<file path="config.mk">
export PLATFORM = sky130hd
export DESIGN_NAME = rbz_reg_spi_host
export DESIGN_NICKNAME = d
export VERILOG_FILES = /design/src/rtl/rbz_spi_pkg.sv /design/src/rtl/rbz_reg_spi_host_queue.sv /design/src/rtl/rbz_reg_spi_host.sv
export SDC_FILE = /design/constraint.sdc
export NUM_CORES = 1
export LEC_CHECK = 0
export ABC_CLOCK_PERIOD_IN_PS = 2000
export CAP_MARGIN = 20
export CELL_PAD_IN_SITES_DETAIL_PLACEMENT = 2
export CELL_PAD_IN_SITES_GLOBAL_PLACEMENT = 2
export CORE_MARGIN = 10
export CORE_UTILIZATION = 32
export CTS_CLUSTER_DIAMETER = 200
export DETAILED_ROUTE_END_ITERATION = 10
export GPL_TIMING_DRIVEN = 0
export PLACE_DENSITY = 0.75
export SLEW_MARGIN = 20
export SYNTH_ARGS = -nofsm -noshare
export SYNTH_HDL_FRONTEND = slang
export SYNTH_SLANG_ARGS = --single-unit
</file>
<file path="constraint.sdc">
create_clock -name clk -period 2 [get_ports clk]
set_input_delay 0.4 -clock clk [delete_from_list [all_inputs] [get_ports clk]]
set_output_delay 0.4 -clock clk [all_outputs]
set_load 0.02 [all_outputs]
</file>
<file path="src/rtl/rbz_spi_pkg.sv">
// Shared definitions for the rbzero register-port SPI host: command codes,
// default field widths and the host FSM state encoding.
package rbz_spi_pkg;

  localparam int CMD_W_DEF  = 4;
  localparam int DATA_W_DEF = 24;
  localparam int LEN_W_DEF  = 5;

  localparam logic [3:0] CMD_NOP       = 4'h0;
  localparam logic [3:0] CMD_SET_SKY   = 4'h1;
  localparam logic [3:0] CMD_SET_FLOOR = 4'h2;
  localparam logic [3:0] CMD_SET_LEAK  = 4'h3;
  localparam logic [3:0] CMD_SET_VINF  = 4'hA;

  typedef enum logic [2:0] {
    ST_IDLE,
    ST_LEAD,
    ST_HI,
    ST_LO,
    ST_GAP
  } host_state_e;

endpackage

</file>
<file path="src/rtl/rbz_reg_spi_host_queue.sv">
// Two-entry request FIFO placed ahead of the SPI host FSM.
// Only built when RBZ_REG_SPI_HOST_QUEUE_EN is defined.
`ifdef RBZ_REG_SPI_HOST_QUEUE_EN
module rbz_reg_spi_host_queue
  import rbz_spi_pkg::*;
#(
  parameter int W = 33
) (
  input  logic         clk,
  input  logic         reset,
  input  logic         i_push,
  input  logic [W-1:0] i_data,
  output logic         o_ready,
  output logic         o_valid,
  output logic [W-1:0] o_data,
  input  logic         i_pop
);

  logic [W-1:0] mem_q [2];
  logic [W-1:0] mem_d [2];
  logic [1:0]   cnt_q, cnt_d;
  logic         ready_q, ready_d;
  logic         push, pop;
  logic [1:0]   wr_idx;

  assign push = i_push && ready_q;
  assign pop  = i_pop && (cnt_q != 2'd0);

  always_comb begin
    mem_d  = mem_q;
    cnt_d  = cnt_q;
    wr_idx = cnt_q;
    if (pop) begin
      mem_d[0] = mem_q[1];
      cnt_d    = cnt_q - 2'd1;
      wr_idx   = cnt_q - 2'd1;
    end
    if (push) begin
      mem_d[wr_idx[0]] = i_data;
      cnt_d            = cnt_d + 2'd1;
    end
    ready_d = (cnt_d != 2'd2);
  end

  always_ff @(posedge clk or posedge reset) begin
    if (reset) begin
      mem_q   <= '{default: '0};
      cnt_q   <= 2'd0;
      ready_q <= 1'b1;
    end else begin
      mem_q   <= mem_d;
      cnt_q   <= cnt_d;
      ready_q <= ready_d;
    end
  end

  assign o_ready = ready_q;
  assign o_valid = (cnt_q != 2'd0);
  assign o_data  = mem_q[0];

endmodule
`endif

</file>
<file path="src/rtl/rbz_reg_spi_host.sv">
// SPI mode-0 host serialising {cmd, payload} register frames onto rbzero's register port.
// Define RBZ_REG_SPI_HOST_QUEUE_EN to add a 2-entry request FIFO in front of the FSM.
module rbz_reg_spi_host
  import rbz_spi_pkg::*;
#(
  parameter int CMD_W      = CMD_W_DEF,
  parameter int DATA_W     = DATA_W_DEF,
  parameter int LEN_W      = LEN_W_DEF,
  parameter int CLK_DIV    = 2,
  parameter int GAP_CYCLES = 4
) (
  input  logic              clk,
  input  logic              reset,
  input  logic              i_valid,
  output logic              o_ready,
  input  logic [CMD_W-1:0]  i_cmd,
  input  logic [DATA_W-1:0] i_data,
  input  logic [LEN_W-1:0]  i_len,
  output logic              o_busy,
  output logic              o_done,
  output logic              o_reg_ss_n,
  output logic              o_reg_sclk,
  output logic              o_reg_mosi
);

  localparam int FRAME_W = CMD_W + DATA_W;
  localparam int CNT_MAX = (CLK_DIV > GAP_CYCLES) ? CLK_DIV : GAP_CYCLES;
  localparam int CNT_W   = (CNT_MAX > 1) ? $clog2(CNT_MAX) : 1;
  localparam int BIT_W   = $clog2(FRAME_W + 1);
  localparam logic [CNT_W-1:0] DIV_LOAD = CNT_W'(CLK_DIV - 1);
  localparam logic [CNT_W-1:0] GAP_LOAD = CNT_W'(GAP_CYCLES - 1);

  host_state_e        state_q, state_d;
  logic [CNT_W-1:0]   cnt_q, cnt_d;
  logic [BIT_W-1:0]   bits_q, bits_d;
  logic [FRAME_W-1:0] frame_q, frame_d;
  logic ss_n_q, ss_n_d, sclk_q, sclk_d, mosi_q, mosi_d;
  logic done_q, done_d, busy_q, busy_d, ready_q, ready_d;

  logic              req_valid, start, active;
  logic [CMD_W-1:0]  req_cmd;
  logic [DATA_W-1:0] req_data, data_al;
  logic [LEN_W-1:0]  req_len, len_c;

`ifdef RBZ_REG_SPI_HOST_QUEUE_EN
  localparam int REQ_W = CMD_W + DATA_W + LEN_W;
  logic [REQ_W-1:0] req_flat;
  logic             fifo_ready;

  rbz_reg_spi_host_queue #(.W(REQ_W)) u_queue (
    .clk     (clk),
    .reset   (reset),
    .i_push  (i_valid),
    .i_data  ({i_cmd, i_data, i_len}),
    .o_ready (fifo_ready),
    .o_valid (req_valid),
    .o_data  (req_flat),
    .i_pop   (start)
  );

  assign {req_cmd, req_data, req_len} = req_flat;
  assign o_ready = fifo_ready;
  assign o_busy  = busy_q | req_valid;
`else
  assign req_valid = i_valid;
  assign req_cmd   = i_cmd;
  assign req_data  = i_data;
  assign req_len   = i_len;
  assign o_ready   = ready_q;
  assign o_busy    = busy_q;
`endif

  // Payload is left-aligned under the command so the frame always shifts out of the MSB.
  assign len_c   = (req_len > LEN_W'(DATA_W)) ? LEN_W'(DATA_W) : req_len;
  assign data_al = req_data << (LEN_W'(DATA_W) - len_c);
  assign start   = (state_q == ST_IDLE) && req_valid;

  always_comb begin
    state_d = state_q;
    cnt_d   = cnt_q;
    bits_d  = bits_q;
    frame_d = frame_q;
    done_d  = 1'b0;
    case (state_q)
      ST_IDLE: if (start) begin
        frame_d = {req_cmd, data_al};
        bits_d  = BIT_W'(CMD_W) + BIT_W'(len_c);
        cnt_d   = DIV_LOAD;
        state_d = ST_LEAD;
      end
      ST_LEAD: if (cnt_q == '0) begin
        cnt_d   = DIV_LOAD;
        state_d = ST_HI;
      end else cnt_d = cnt_q - 1'b1;
      ST_HI: if (cnt_q == '0) begin
        cnt_d   = DIV_LOAD;
        frame_d = frame_q << 1;
        bits_d  = (bits_q == '0) ? '0 : bits_q - 1'b1;
        state_d = ST_LO;
      end else cnt_d = cnt_q - 1'b1;
      ST_LO: if (cnt_q == '0) begin
        if (bits_q == '0) begin
          cnt_d   = GAP_LOAD;
          done_d  = 1'b1;
          state_d = ST_GAP;
        end else begin
          cnt_d   = DIV_LOAD;
          state_d = ST_HI;
        end
      end else cnt_d = cnt_q - 1'b1;
      ST_GAP: if (cnt_q == '0) state_d = ST_IDLE;
              else cnt_d = cnt_q - 1'b1;
      default: state_d = ST_IDLE;
    endcase

    active  = (state_d == ST_LEAD) || (state_d == ST_HI) || (state_d == ST_LO);
    ss_n_d  = !active;
    sclk_d  = (state_d == ST_HI);
    mosi_d  = active && frame_d[FRAME_W-1];
    busy_d  = (state_d != ST_IDLE);
    ready_d = (state_d == ST_IDLE);
  end

  always_ff @(posedge clk or posedge reset) begin
    if (reset) begin
      state_q <= ST_IDLE;
      cnt_q   <= '0;
      bits_q  <= '0;
      frame_q <= '0;
      ss_n_q  <= 1'b1;
      sclk_q  <= 1'b0;
      mosi_q  <= 1'b0;
      done_q  <= 1'b0;
      busy_q  <= 1'b0;
      ready_q <= 1'b1;
    end else begin
      state_q <= state_d;
      cnt_q   <= cnt_d;
      bits_q  <= bits_d;
      frame_q <= frame_d;
      ss_n_q  <= ss_n_d;
      sclk_q  <= sclk_d;
      mosi_q  <= mosi_d;
      done_q  <= done_d;
      busy_q  <= busy_d;
      ready_q <= ready_d;
    end
  end

  assign o_reg_ss_n = ss_n_q;
  assign o_reg_sclk = sclk_q;
  assign o_reg_mosi = mosi_q;
  assign o_done     = done_q;

endmodule

</file>
==> flow_metrics.tcl, run 1 <==
set metrics [dict create \
    fin_crit_sh 1.20 \
    cts_buffers 5 \
    p_switching_mw 2.46 \
    hp-class "in -> async" \
    vias 3976 \
    area_delta_synth_final_pct 60.0 \
    ys_ff_latch 44 \
    fp.dieW_um 126 \
    async_reset_ff_frac 1.00 \
    final_nets 532 \
    synthAdderAreaFrac 0.0174 \
    core.rowCount 38 \
    max_clock_freq_mhz 416 \
    worst_ep_required_time_ps 2230 \
    final_max_slew_viol_count 0 \
    multiInputGateArea_um2 3000 \
    dp.cells 571 \
    ios 42 \
    clkSlewWorstSetupHoldPaths_ps 100 \
    grt_usage 0.193 \
    antenna_found_initial 0 \
    rsz0062_at_grt "yes" \
    drt_first_pass_iters 5 \
    synth_edf_count 0 \
    syn_avg_cell_area_um2 9.17 \
    drc 0 \
    diodes 0 \
    setup_viol 26 \
    p_sw_frac 0.447 \
    grt_pass1_wl_um 25200 \
    fin_ws_ps -405 \
    max_cap_violations 0 \
    viasPerCell 6.29 \
    final_common_cell "dfrtp_1" \
    drive_gt1_frac 0.425 \
    grt_max_degree 25 \
    fill_cells 1062 \
    overflow 0 \
    path_class "in -> reg" \
    p_seq_frac 0.273 \
    dieArea_um2 15800 \
    slew_headroom 0.605 \
    cts_tree "built" \
    ys.flop_type "dfrtp_1" \
    regArea_um2 1100 \
    htree_levels 2 \
    violations "setup timing" \
    yosys_warnings 0 \
    cp.arrival_ps 2630 \
    p_clk_frac 0.139 \
    synth.mux.area_fraction 0.153 \
    port-buffer-count 39 \
    start_util 0.329 \
    p_leak_nw 2.30 \
    syn_area_um2 3590 \
    p_int_mw 3.04 \
    drt_iter0_drc 317 \
    worst_pin_slew_ps 587 \
    synth-simple-area-share 0.168 \
    post_drt_wl_per_cell_um 30.3 \
    grt_pass1_vias 4164 \
    die_h_um 126 \
    timing.final.crit_period_ps 2410 \
    combPwrFrac 0.589 \
    clock_latency_ps 310 \
    numClockSinks 44 \
    synthCells 391 \
    crit_fanout 10 \
    place.gp.congestion 0.870 \
    worstSetupStartpointType "input port" \
    layout_common_cells "42 x dfrtp_1, 38 x buf_4, 36 x clkdlybuf4s50_1" \
    syn_nets 432 \
    synth_xor_area_frac 0.0140 \
    final_cells 632 \
    yosysSeqAreaShare 0.308 \
    ant_nets 0 \
    synth_compound_area_frac 0.274 \
    synth_top_family_by_area "compound AO/OA/AOI/OAI gates" \
    ir_worst_vdd_mv 0.578 \
    synth_cell_type_count 78 \
    outcome "finished with violations" \
    crit_path_end_kind "register" \
    pwr_density_cell_nw_per_um2 958 \
    route.final.wire_length_um 19200 \
    cts_buffer_depth 2 \
    clock_skew_ps 16.7 \
    finalHoldViolCount 0 \
    timing.hold.ws_ps 418 \
    core_um2 10900 \
    hpwl_um 10400 \
    cts_root_buf "clkbuf_8" \
]
-- final cells by class --
type	instances	area share
well taps	140	0.0305
plain buffers	28	0.0508
repair buffers	95	0.171
multi-input cells	303	0.522
inverters	14	0.0122
clock inverters	2	0.00676
flip-flops and latches	44	0.192
clock buffers	6	0.0144
-- critical path, cell delays in order --
cell and delay, ps:
buf_12 120, a21boi_4 220, buf_12 150, inv_12 30, ha_4 260, inv_1 210
buf_6 250, clkbuf_8 240, mux2i_1 330, o211ai_1 180, o221ai_2 220
-- sequential cells by signal, summed over array words and instances (netlist names) --
signal / flops
bits_q: 5
cnt_q: 2
frame_q: 28
o_busy: 1
o_done: 1
o_ready: 1
o_reg_mosi: 1
o_reg_sclk: 1
o_reg_ss_n: 1
state_q: 3
-- routing by layer --
metal  routed length [um]  global-route usage
met1                 8110               0.250
met2                 9500               0.335
met5                    0                   0
met4                  754              0.0543
met3                  813              0.0168
-- kinds of logic after synthesis --
group	Yosys count
XOR/XNOR	4
buffers and inverters	44
AO/OA/AOI/OAI	128
adder cells (fa/ha/maj)	5
multiplexers	47
flip-flops	44
AND/OR/NAND/NOR	119
-- per-stage QoR --
stage / worst slack, ps / utilization / TNS, ps / instance area, um^2 / total power, mW
2_1_floorplan: -457 / - / -7090 / 3680 / 2.95
5_1_grt: -454 / 0.527 / -7260 / 5740 / 5.77
3_5_place_dp: -1380 / 0.392 / -34390 / 4270 / 3.70
3_3_place_gp: -1310 / 0.390 / -48680 / 4250 / 3.57
4_1_cts: -305 / 0.488 / -3030 / 5310 / 4.94
6_report: -405 / 0.527 / -6110 / 5740 / 5.50
-- final timing paths --
check	endpoint	from	cells past startpoint	slack, ps
worst min register to register	frame_q[24]	frame_q[24]	2	490
worst max-delay path	frame_q[17]	i_len[3]	11	-410
min in group clk	frame_q[24]	frame_q[24]	2	490
worst min-delay path	frame_q[17]	reset	2	420
worst max register to register	frame_q[13]	state_q[1]	7	-200
max in group asynchronous	o_ready	reset	3	1000
-- power groups by stage --
stage | sequential (mW) | combinational (mW) | clock (mW)
4_1_cts | 1.47 | 2.71 | 0.759
2_1_floorplan | 1.42 | 1.52 | 0
6_report | 1.50 | 3.24 | 0.763
3_5_place_dp | 1.47 | 2.23 | 0
5_1_grt | 1.53 | 3.44 | 0.799
3_3_place_gp | 1.45 | 2.11 | 0
-- cells in the mapped netlist, drive strengths merged, types with 6 or more instances --
master,instances,share of area
inv,14,0.015
nand3,7,0.0098
o21ai,27,0.039
a21oi,14,0.020
a22oi,21,0.044
a31o,6,0.015
dfrtp,42,0.29
o221ai,8,0.021
clkbuf,11,0.012
nand2,37,0.039
buf,19,0.039
nand2b,6,0.010
nor3,13,0.020
nor2,26,0.028
mux2i,38,0.11
-- what timing repair did --
action                                  CTS  global route
buffers inserted                         40            16
hold buffers                              0             0
cloned                                    3             0
endpoints found under the setup margin   37            35
pin swaps                                30            36
gates resized for setup                 117            69
Power figures use the tool's default switching activity.
==> run 2, diff against run 1 <==
--- a/config.mk
+++ b/config.mk
@@ -9,7 +9,7 @@
 export CAP_MARGIN = 20
 export CELL_PAD_IN_SITES_DETAIL_PLACEMENT = 2
 export CELL_PAD_IN_SITES_GLOBAL_PLACEMENT = 2
-export CORE_MARGIN = 10
+export CORE_MARGIN = 2
 export CORE_UTILIZATION = 32
 export CTS_CLUSTER_DIAMETER = 200
 export DETAILED_ROUTE_END_ITERATION = 10
==> run 2 against run 1 <==
Net effect: the flow still finishes with violations (setup timing); combinational power decreased by 12%; count of clock-buffer cells in the layout decreased by 1; fmax increased by 3.0%; sequential cell count is the same; worst hold slack lost 7.7 ps; worst setup slack improved by 71 ps; clock power decreased by 1%; sequential power barely moved; wire length down 22%; via count decreased by 8.8%; critical endpoint is now frame_q[10]; largest cell class unchanged.
==> flow_metrics.tcl, run 2 (synthesis gave the netlist of run 1 again) <==
set metrics [dict create \
    drt_iter0_drc 127 \
    worst_pin_slew_ps 632 \
    drc 0 \
    hpwl_um 9960 \
    max_cap_violations 0 \
    slew_headroom 0.575 \
    p_switching_mw 2.21 \
    rsz0062_at_grt "yes" \
    vias 3625 \
    grt_usage 0.248 \
    top_regs "frame_q: 28 flops, bits_q: 5 flops, state_q: 3 flops" \
    setup_viol 20 \
    finalHoldViolCount 0 \
    cts_buffer_depth 2 \
    die_h_um 110 \
    grt_pass1_wl_um 22500 \
    final_nets 518 \
    crit_fanout 6 \
    hp-class "in -> async" \
    area_delta_synth_final_pct 45.9 \
    fp.dieW_um 110 \
    r2r-start "state_q[1]" \
    combPwrFrac 0.562 \
    grt_max_degree 25 \
    core_um2 10900 \
    clock_skew_ps 12.4 \
    power_mw 5.09 \
    place.gp.congestion 0.861 \
    crit_path_end_kind "register" \
    violations "setup timing" \
    p_seq_frac 0.290 \
    place_ws_ps -1360 \
    timing.final.crit_period_ps 2330 \
    final_max_slew_viol_count 0 \
    ios 42 \
    viasPerCell 5.87 \
    pwr_density_cell_nw_per_um2 972 \
    path_class "in -> reg" \
    worst_ep_required_time_ps 2210 \
    post-route-util 0.481 \
    ant_nets 0 \
    dieArea_um2 12100 \
    worstSetupStartpointType "input port" \
    p_int_mw 2.88 \
    drive_gt1_frac 0.354 \
    drt_first_pass_iters 4 \
    p_clk_frac 0.148 \
    fin_ws_ps -334 \
    r2r_setup_slack_ps -70 \
    cts_buffers 5 \
    max_clock_freq_mhz 428 \
    cts_root_buf "clkbuf_8" \
    layout_common_cells "42 x dfrtp_1, 36 x buf_4, 36 x clkdlybuf4s50_1" \
    grt_pass1_vias 3944 \
    cts_tree "built" \
    port-buffer-count 39 \
    timing.hold.ws_ps 410 \
    p_leak_nw 2.14 \
    ctsHoldBuffers 0 \
    post_drt_wl_per_cell_um 24.2 \
    p_sw_frac 0.434 \
    numClockSinks 44 \
    final_common_cell "dfrtp_1" \
    start_util 0.329 \
    overflow 0 \
    fin_tns_setup_ps -4410 \
    antenna_found_initial 0 \
    htree_levels 2 \
    diodes 0 \
    clock_latency_ps 320 \
    ir_worst_vdd_mv 0.431 \
    r2r-end "frame_q[20]" \
    cp-startpoint "i_len[3]" \
    outcome "finished with violations" \
    core.rowCount 38 \
    largest-register "frame_q" \
    route.final.wire_length_um 14900 \
    clkSlewWorstSetupHoldPaths_ps 110 \
    fin_crit_sh 1.17 \
    cp.arrival_ps 2540 \
    largest_reg_flops 28 \
    r2r_cells 7 \
]
==> run 2: cell types whose count changed in the layout (fill, tap and decap cells not counted), moves of 3 or more <==
| cell | delta |
|---|---|
| buf_8 | +4 |
| mux2i_1 | +11 |
| o21ai_2 | -5 |
| mux2i_4 | -8 |
| buf_6 | -8 |
| a21oi_1 | +3 |
| o21ai_1 | +4 |
| buf_12 | -5 |
| mux2i_2 | -3 |
==> run 2: repair_timing <==
item / CTS / global route
endpoints found under the setup margin: 37 / 35
endpoints found under the hold margin: 0 / 0
setup buffers: 33 / 7
gates cloned: 1 / 0
resized for setup: 89 / 38
pin swaps: 20 / 14
==> run 2: power by group through the flow <==
| stage | Combinational, mW | Clock (mW) | Sequential (mW) |
|---|---|---|---|
| 3_3_place_gp | 2.12 | 0 | 1.45 |
| 2_1_floorplan | 1.52 | 0 | 1.42 |
| 6_report | 2.86 | 0.752 | 1.48 |
| 3_5_place_dp | 2.24 | 0 | 1.47 |
| 4_1_cts | 2.60 | 0.759 | 1.46 |
| 5_1_grt | 3.09 | 0.792 | 1.51 |
==> run 2: routing by layer <==
layer | vias up | wire, um | global-route usage | part of all wire
li1 | 1653 | - | - | -
met1 | 1885 | 6760 | 0.323 | 0.45
met2 | 63 | 7510 | 0.436 | 0.50
met3 | 24 | 299 | 0.0178 | 0.020
met4 | 0 | 371 | 0.0723 | 0.025
met5 | - | 0 | 0 | 0
==> run 2: worst max-delay path: stages <==
cell,delay [ps]
buf_12,110
a21boi_4,230
buf_12,150
inv_12,30
ha_4,170
buf_12,140
buf_12,130
buf_8,130
mux2i_1,130
and3_1,210
o21ai_2,80
a31oi_1,170
buf_4,170
nand2_2,50
a31o_1,210
==> run 2: area by class of cell <==
cell class              count  area (um^2)
clock inverters             3         46.3
plain buffers              28          282
inverters                  14         70.1
well taps                 140          175
flip-flops and latches     44         1100
clock buffers               5         68.8
repair buffers             81          778
fillers                  1137         5650
multi-input cells         303         2710
==> run 2: worst max-delay path by stage <==
stage	to	depth (start not counted)
2_1_floorplan	frame_q[22]	12
3_3_place_gp	frame_q[10]	12
3_5_place_dp	frame_q[6]	12
4_1_cts	frame_q[16]	13
5_1_grt	frame_q[16]	11
6_report	frame_q[10]	15
==> run 2: per-stage QoR <==
stage          instances  area (um^2)
6_report             618         5240
3_3_place_gp         570         4250
2_1_floorplan        391         3680
4_1_cts              612         5040
3_5_place_dp         571         4270
5_1_grt              618         5240
==> run 3, diff against run 2 <==
--- a/config.mk
+++ b/config.mk
@@ -9,12 +9,14 @@
 export CAP_MARGIN = 20
 export CELL_PAD_IN_SITES_DETAIL_PLACEMENT = 2
 export CELL_PAD_IN_SITES_GLOBAL_PLACEMENT = 2
+export CORE_ASPECT_RATIO = 2
 export CORE_MARGIN = 2
 export CORE_UTILIZATION = 32
 export CTS_CLUSTER_DIAMETER = 200
 export DETAILED_ROUTE_END_ITERATION = 10
 export GPL_TIMING_DRIVEN = 0
-export PLACE_DENSITY = 0.75
+export PLACE_DENSITY_LB_ADDON = 0.1
+export SETUP_SLACK_MARGIN = 0.15
 export SLEW_MARGIN = 20
 export SYNTH_ARGS = -nofsm -noshare
 export SYNTH_HDL_FRONTEND = slang
==> run 3 against run 2 <==
Net effect: the flow still finishes with violations (setup timing); fmax is 3.7% lower; worst hold slack got worse by 2.3 ps; global-route usage grew 0.082 points; core utilization up 2.6 points; count of clock-buffer cells in the layout unchanged; clock power up 32%; register-to-register slack about the same; die area grew 0.43%; sequential cell count did not move; sequential power hardly changed.
==> flow_metrics.tcl, run 3 (synthesis gave the netlist of run 1 again) <==
set metrics [dict create \
    slew_headroom 0.597 \
    outcome "finished with violations" \
    fin_ws_ps -424 \
    ant_nets 0 \
    top_regs "frame_q: 28 flops, bits_q: 5 flops, state_q: 3 flops" \
    r2r-start "cnt_q[0]" \
    final_cell_area_um2 5550 \
    r2r_setup_slack_ps -60 \
    drive_gt1_frac 0.391 \
    largest-register "frame_q" \
    place_ws_ps -1480 \
    worstSetupStartpointType "input port" \
    crit_fanout 5 \
    drc 0 \
    post_drt_wl_per_cell_um 24.9 \
    cp.arrival_ps 2610 \
    final_nets 529 \
    cts_tree "built" \
    crit_path_end_kind "register" \
    finalHoldViolCount 0 \
    fill_cells 1128 \
    route.final.wire_length_um 15600 \
    final_max_slew_viol_count 0 \
    core_um2 10900 \
    port-buffer-count 39 \
    grt_max_degree 30 \
    grt_usage 0.249 \
    htree_levels 2 \
    place.gp.congestion 0.959 \
    r2r-end "frame_q[16]" \
    cts_root_buf "clkbuf_16" \
    violations "setup timing" \
    final_cells 629 \
    overflow 0 \
    pwr_density_cell_nw_per_um2 1020 \
    ios 42 \
    core.rowCount 54 \
    grt_pass1_wl_um 22800 \
    largest_reg_flops 28 \
    path_class "in -> reg" \
    clock_skew_ps 4.78 \
    antenna_found_initial 0 \
    vias 3683 \
    clkSlewWorstSetupHoldPaths_ps 70 \
    fp.dieW_um 78.9 \
    die_h_um 154 \
    dp.cells 571 \
    drt_iter0_drc 110 \
    post-route-util 0.507 \
    diodes 0 \
    dieArea_um2 12100 \
    max_clock_freq_mhz 413 \
    timing.hold.ws_ps 408 \
    grt_pass1_vias 4103 \
    viasPerCell 5.86 \
    layout_common_cells "42 x dfrtp_1, 39 x buf_4, 36 x clkdlybuf4s50_1" \
    rsz0062_at_grt "yes" \
    worst_pin_slew_ps 596 \
    r2r_cells 8 \
    cts_buffer_depth 2 \
    fin_crit_sh 1.21 \
    numClockSinks 44 \
    hpwl_um 11100 \
    clock_latency_ps 290 \
    ir_worst_vdd_mv 0.702 \
    setup_viol 24 \
    worst_ep_required_time_ps 2190 \
    start_util 0.328 \
    timing.final.crit_period_ps 2420 \
    max_cap_violations 0 \
    area_delta_synth_final_pct 54.6 \
    drt_first_pass_iters 4 \
    final_common_cell "dfrtp_1" \
    p_leak_nw 2.26 \
    ctsHoldBuffers 0 \
    cts_buffers 5 \
    hp-class "in -> async" \
    placed_cell_area_um2 4270 \
]
## run 3: cell count changes in the layout (fill, tap and decap cells not counted), moves of 3 or more
| cell | change |
|---|---|
| buf_12 | +3 |
| mux2i_1 | -9 |
| inv_1 | -3 |
| clkbuf_16 | +7 |
| buf_4 | +3 |
| clkbuf_8 | -6 |
| buf_6 | +6 |
| mux2i_2 | +8 |
| nor3_2 | -3 |
| inv_2 | +3 |
## run 3: routing by layer
layer | GRT usage | share of wire | up-vias
met5 | 0 | 0 | -
met4 | 0.154 | 0.078 | 0
met3 | 0.0223 | 0.024 | 57
met2 | 0.498 | 0.58 | 93
met1 | 0.228 | 0.32 | 1854
li1 | - | - | 1679
## run 3: what timing repair did
item                                    CTS  global route
pin swaps                                19            23
buffers inserted                         28            19
endpoints found under the setup margin   38            38
resized for setup                       100            58
cloned                                    1             2
hold endpoints to repair                  0             0
## run 3: final cells by class
cell class / count / area, um^2 / area share
flip-flops and latches: 44 / 1100 / 0.199
repair buffers: 90 / 912 / 0.164
multi-input cells: 303 / 2790 / 0.503
plain buffers: 30 / 322 / 0.0580
clock inverters: 3 / 46.3 / 0.00835
clock buffers: 5 / 125 / 0.0226
inverters: 14 / 72.6 / 0.0131
well taps: 140 / 175 / 0.0316
## run 3: worst max path at each step
stage,start,end,slack (ps),cells after the start
finish,i_len[4],frame_q[18],-420,13
CTS,i_len[3],frame_q[10],-380,12
floorplan,i_len[4],frame_q[22],-460,12
global placement,i_len[0],frame_q[6],-1430,12
global route,i_len[4],frame_q[6],-420,13
detailed placement,i_len[0],frame_q[6],-1480,12
## run 3: critical path, cell delays in order
cell and delay [ps]:
buf_12 100, a21boi_4 270, buf_12 160, inv_12 40, ha_4 190, buf_12 140
buf_16 130, mux2i_2 200, nor2b_1 200, o21ai_1 150, a31oi_2 290, o21ai_1 130
a31o_1 210
## run 3: report_power, final
group          total [mW]  internal, mW  leakage, nW  switching [mW]
clock               0.991         0.595       0.0804           0.396
combinational        3.16          1.50         1.62            1.66
sequential           1.49          1.23        0.566           0.264
total                5.64          3.32         2.26            2.32
## run 3: stage by stage
stage | TNS, ps | total power, mW
after global routing | -7660 | 5.98
after detailed placement | -36560 | 3.71
final | -6390 | 5.64
after CTS | -5000 | 5.22
after global placement | -53620 | 3.62
after floorplan | -7090 | 2.95
==> edit 1, RTL diff (flow settings as in run 2) <==
The 5 states of `host_state_e` get a one-hot encoding in 5 bits.
--- a/src/rtl/rbz_spi_pkg.sv
+++ b/src/rtl/rbz_spi_pkg.sv
@@ -14,8 +14,8 @@
 
-  typedef enum logic [2:0] {
-    ST_IDLE,
-    ST_LEAD,
-    ST_HI,
-    ST_LO,
-    ST_GAP
+  typedef enum logic [4:0] {
+    ST_IDLE = 5'b00001,
+    ST_LEAD = 5'b00010,
+    ST_HI   = 5'b00100,
+    ST_LO   = 5'b01000,
+    ST_GAP  = 5'b10000
   } host_state_e;
Behaviour: no difference found for any inputs over 10 cycles, from zero or initial values and one cycle with reset high; not proved beyond that.
==> edit 1 against run 2 <==
  * The run still ends with negative setup slack left
  * Synthesized area grew 2.3%
  * Fmax grew 2.7%
  * Clock skew shrank 0.0075 ns
  * Power grew 4.7%
  * First-iteration DRC count grew 26%
  * Setup slack gained 0.062 ns
  * Final cell count grew 1.5%
  * Final area grew 7.1%
  * Register-to-register slack gained 0.03 ns
  * Sequential share of layout area shrank 0.45 points
  * Sequential cell count grew 2
  * Routed wire length grew 1.8%
  * Critical endpoint is now frame_q[7]$_DFFE_PP0P_
==> edit 1: results (changes against run 2) <==
| Metric | Value |
|---|---|
| Outcome | complete, but fails checks |
| Failing checks | negative setup slack |
| Met3 usage | 2.73% (+0.96 points) |
| Non-clock buffer share | 19.5% (-0.73 points) |
| Crit-path max cell delay | 0.34 ns (+0.11 ns) |
| Layout cell share with drive strength beyond 1 | 40.7% (+5.3 points) |
| Worst Setup Slack, final | -0.272 ns (+0.0621 ns) |
| Gpl congestion | 0.842 (-2.3%) |
| Post-CTS sizing | 108 (+21%) |
| Placed cell area | 0.00438 mm² (+2.5%) |
| DR WL met2 | 8180 µm (+8.9%) |
| Register area share after synthesis | 31.5% (+0.72 points) |
| Peak VDD IR | 0.000673 V (+56%) |
| Avg Vias per Cell | 5.80 (-1.1%) |
| Buffers excl. clock | 112 (+2.8%) |
| Pre-CTS setup slack | -1.34 ns (+0.0160 ns) |
| FF/Latch Area | 0.00116 mm² (+4.8%) |
| Footprint of the multi-input gates | 0.00297 mm² (+9.5%) |
| Setup Buffers After CTS | 20 (-39%) |
| Most common library cells after synthesis | 43 x dfrtp_1, 38 x mux2i_1, 31 x nand2_1, 22 x a21oi_1, 22 x nor2_1 |
| Final Instance Area | 0.00560 mm² (+7.1%) |
| Reg-to-reg endpoint | frame_q[9]$_DFFE_PP0P_ |
| M1 wire length | 6230 µm (-7.9%) |
| Final setup vio count | 21 (+5.0%) |
| Filler cells | 1146 (+0.79%) |
| Top flop regs | frame_q (28), bits_q (5), state_q (5) |
| Final Skew | 0.00491 ns (-0.00750 ns) |
| Multi-input gate count | 306 (+0.99%) |
| Clock sink count | 46 (+4.5%) |
| Vias | 3637 (+0.33%) |
| Leak pwr | 2.28 nW (+6.2%) |
| Adder-cell share of the synthesized area | 2.39% (+0.64 points) |
| Mux contribution to synthesized area | 19.6% (+4.3 points) |
| Nonclk inv count | 12 (-2) |
| Largest net degree at the start of global routing | 26 (+4.0%) |
| Later-pin clock latency in the skew report | 0.30 ns (-0.02 ns) |
| Fin nets | 526 (+1.5%) |
| Synth Net Count | 438 (+1.4%) |
| TNS Setup | -3.44 ns (+0.978 ns) |
| DRT iter0 DRCs | 160 (+26%) |
| Num tapcells | 143 (+2.1%) |
| First-pass GRT wire length | 22200 µm (-1.2%) |
## edit 1: power by group through the flow
stage                     clock network, mW  registers [mW]  logic (mW)
after floorplan                           0            1.51        1.43
after global placement                    0            1.52        1.99
after detailed placement                  0            1.54        2.09
after CTS                             0.874            1.56        2.38
after global routing                  0.919            1.60        3.13
final                                 0.868            1.55        2.91
## edit 1: how the worst max path moves through the flow
| stage | start | end | slack [ns] | depth (start not counted) |
|---|---|---|---|---|
| final | i_len[4] | frame_q[7]$_DFFE_PP0P_ | -0.27 | 12 |
| after floorplan | i_len[0] | frame_q[19]$_DFFE_PP0P_ | -0.38 | 9 |
| after global routing | i_len[4] | frame_q[7]$_DFFE_PP0P_ | -0.34 | 12 |
| after detailed placement | i_len[0] | frame_q[21]$_DFFE_PP0P_ | -1.34 | 13 |
| after CTS | i_len[0] | frame_q[7]$_DFFE_PP0P_ | -0.28 | 13 |
| after global placement | i_len[0] | frame_q[21]$_DFFE_PP0P_ | -1.28 | 13 |
==> edit 2, RTL diff (settings of run 2) <==
Without the edit above. `CLK_DIV`: 2 -> 4.
--- a/src/rtl/rbz_reg_spi_host.sv
+++ b/src/rtl/rbz_reg_spi_host.sv
@@ -8,3 +8,3 @@
   parameter int LEN_W      = LEN_W_DEF,
-  parameter int CLK_DIV    = 2,
+  parameter int CLK_DIV    = 4,
   parameter int GAP_CYCLES = 4
Formal check against the unedited RTL: not equivalent (Yosys sat finds a counterexample within 4 cycles, from zero or initial values and one cycle with reset high).
==> edit 2 against run 2 <==
  * The run still ends with negative setup slack left
  * Clock skew is 0.0078 ns lower
  * Setup slack better by 0.11 ns
  * Clock power is 26% lower
  * Synthesized area is 10% lower
  * Combinational power is 16% lower
  * Highest routed layer unchanged
  * Power is 12% lower
  * Critical path type unchanged
  * Fmax is 5.1% higher
  * Final area is 12% lower
  * Sequential cell count stayed put
  * Count of clock-buffer cells in the layout is 2 higher
  * Routed wire length is 21% lower
==> edit 2: results (changes against run 2) <==
| Metric | Value |
|---|---|
| Outcome | complete, but fails checks |
| Failing checks | negative setup slack |
| Synth Net Count | 380 (-12%) |
| Pre-CTS setup slack | -1.46 ns (-0.0991 ns) |
| CP delay by family, top | multiplexers |
| Met3 usage | 2.07% (+0.29 points) |
| Total track usage | 20.7% (-4.1 points) |
| Sw Share | 40.6% (-2.8 points) |
| Max Fanout on Critical Path | 10 (+4) |
| Gpl congestion | 0.828 (-3.8%) |
| Final setup vio count | 16 (-20%) |
| Register area share after synthesis | 34.4% (+3.6 points) |
| Leak pwr | 1.91 nW (-11%) |
| DR WL met2 | 6020 µm (-20%) |
| Relative slew slack | 60.6% (+3.1 points) |
| Asr flop ratio synth | 100% (unchanged) |
| Avg Vias per Cell | 5.56 (-5.3%) |
| Largest net degree at the start of global routing | 31 (+24%) |
| Avg Inst Size Synth | 9.45 µm² (+3.0%) |
| Setup Buffers After CTS | 19 (-42%) |
| Distinct cell type count after synthesis | 61 (-22%) |
| First-pass GRT wire length | 18000 µm (-20%) |
| DRT iter0 DRCs | 98 (-23%) |
| Peak VDD IR | 0.000372 V (-14%) |
| Final Skew | 0.00462 ns (-0.00778 ns) |
| Filler cells | 1033 (-9.1%) |
| Slowest cell on crit path | mux2i_2 |
| I/O Buffers | 41 (+5.1%) |
| Synth area leaders | dfrtp_1 33%, mux2i_1 13%, a22oi_1 5.8% |
| Group with the largest share of power | combinational logic |
| Combinational Power Share | 53.7% (-2.5 points) |
| Top layer in use | met4 |
| GR Util met1 | 25.8% (-6.5 points) |
| Clk slew on worst S/H paths | 0.09 ns (-0.02 ns) |
| Layout cell share with drive strength beyond 1 | 32.7% (-2.7 points) |
| Most common library cells after synthesis | 42 x dfrtp_1, 42 x mux2i_1, 38 x nand2_1, 25 x a22oi_1, 19 x nor2_1 |
| Vias in the first global route | 3256 (-17%) |
| Non-Filler Instances | 546 (-12%) |
| Fin nets | 452 (-13%) |
| Later-pin clock latency in the skew report | 0.30 ns (-0.02 ns) |
| Critical path arrival | 2.41 ns (-0.13 ns) |
| Seq pwr share | 33.8% (+4.8 points) |
| Placed cell count | 515 (-9.8%) |
| Met2 GRT Util | 37.2% (-6.5 points) |
| Dpl hpwl | 7930 µm (-20%) |
| Worst Setup Slack, final | -0.222 ns (+0.112 ns) |
| Crit-path max cell delay | 0.54 ns (+0.31 ns) |
==> edit 2: final timing paths <==
kind	startpoint	endpoint	slack, ns	depth (start not counted)
setup / recovery	i_len[3]	frame_q[20]$_DFFE_PP0P_	-0.22	10
hold / removal	reset	frame_q[13]$_DFFE_PP0P_	0.38	2
setup reg to reg	state_q[1]$_DFF_PP0_	frame_q[23]$_DFFE_PP0P_	0.06	7
hold reg to reg	frame_q[24]$_DFFE_PP0P_	frame_q[24]$_DFFE_PP0P_	0.48	2
max in group asynchronous	reset	o_reg_ss_n$_DFF_PP1_	1.06	3
min in group clk	frame_q[24]$_DFFE_PP0P_	frame_q[24]$_DFFE_PP0P_	0.48	2
==> edit 2: kinds of logic (layout without fill, tap and decap cells) <==
kind of cell,count (synthesis),after routing,synth area share [%]
compound gates,106,106,23.9
simple gates,94,94,14.2
mux,54,54,19.4
flops,44,44,34.4
buf+inv,37,110,6.08
fa+ha+maj,4,4,1.56
xor+xnor,1,1,0.507
==> edit 2: cell type report <==
cell class | instances | share of cell area (%)
clock buffer | 7 | 1.66
clock inverter | 1 | 0.109
multi-input combinational | 259 | 49.6
buffer | 19 | 4.30
timing repair buffer | 69 | 15.4
tap | 133 | 3.62
inverter | 14 | 1.31
sequential | 44 | 24.0
==> edit 2: per-stage QoR <==
step / util, % / power [mW] / setup TNS, ns / area (µm²) / hold WS [ns]
2_1_floorplan: - / 2.80 / -4.27 / 3290 / 0.439
3_3_place_gp: 39.6 / 3.35 / -49.82 / 3870 / 0.455
3_5_place_dp: 39.8 / 3.44 / -33.82 / 3890 / 0.465
4_1_cts: 44.9 / 4.25 / -0.753 / 4390 / 0.395
5_1_grt: 47.0 / 4.80 / -2.97 / 4600 / 0.424
6_report: 47.0 / 4.45 / -1.63 / 4600 / 0.385
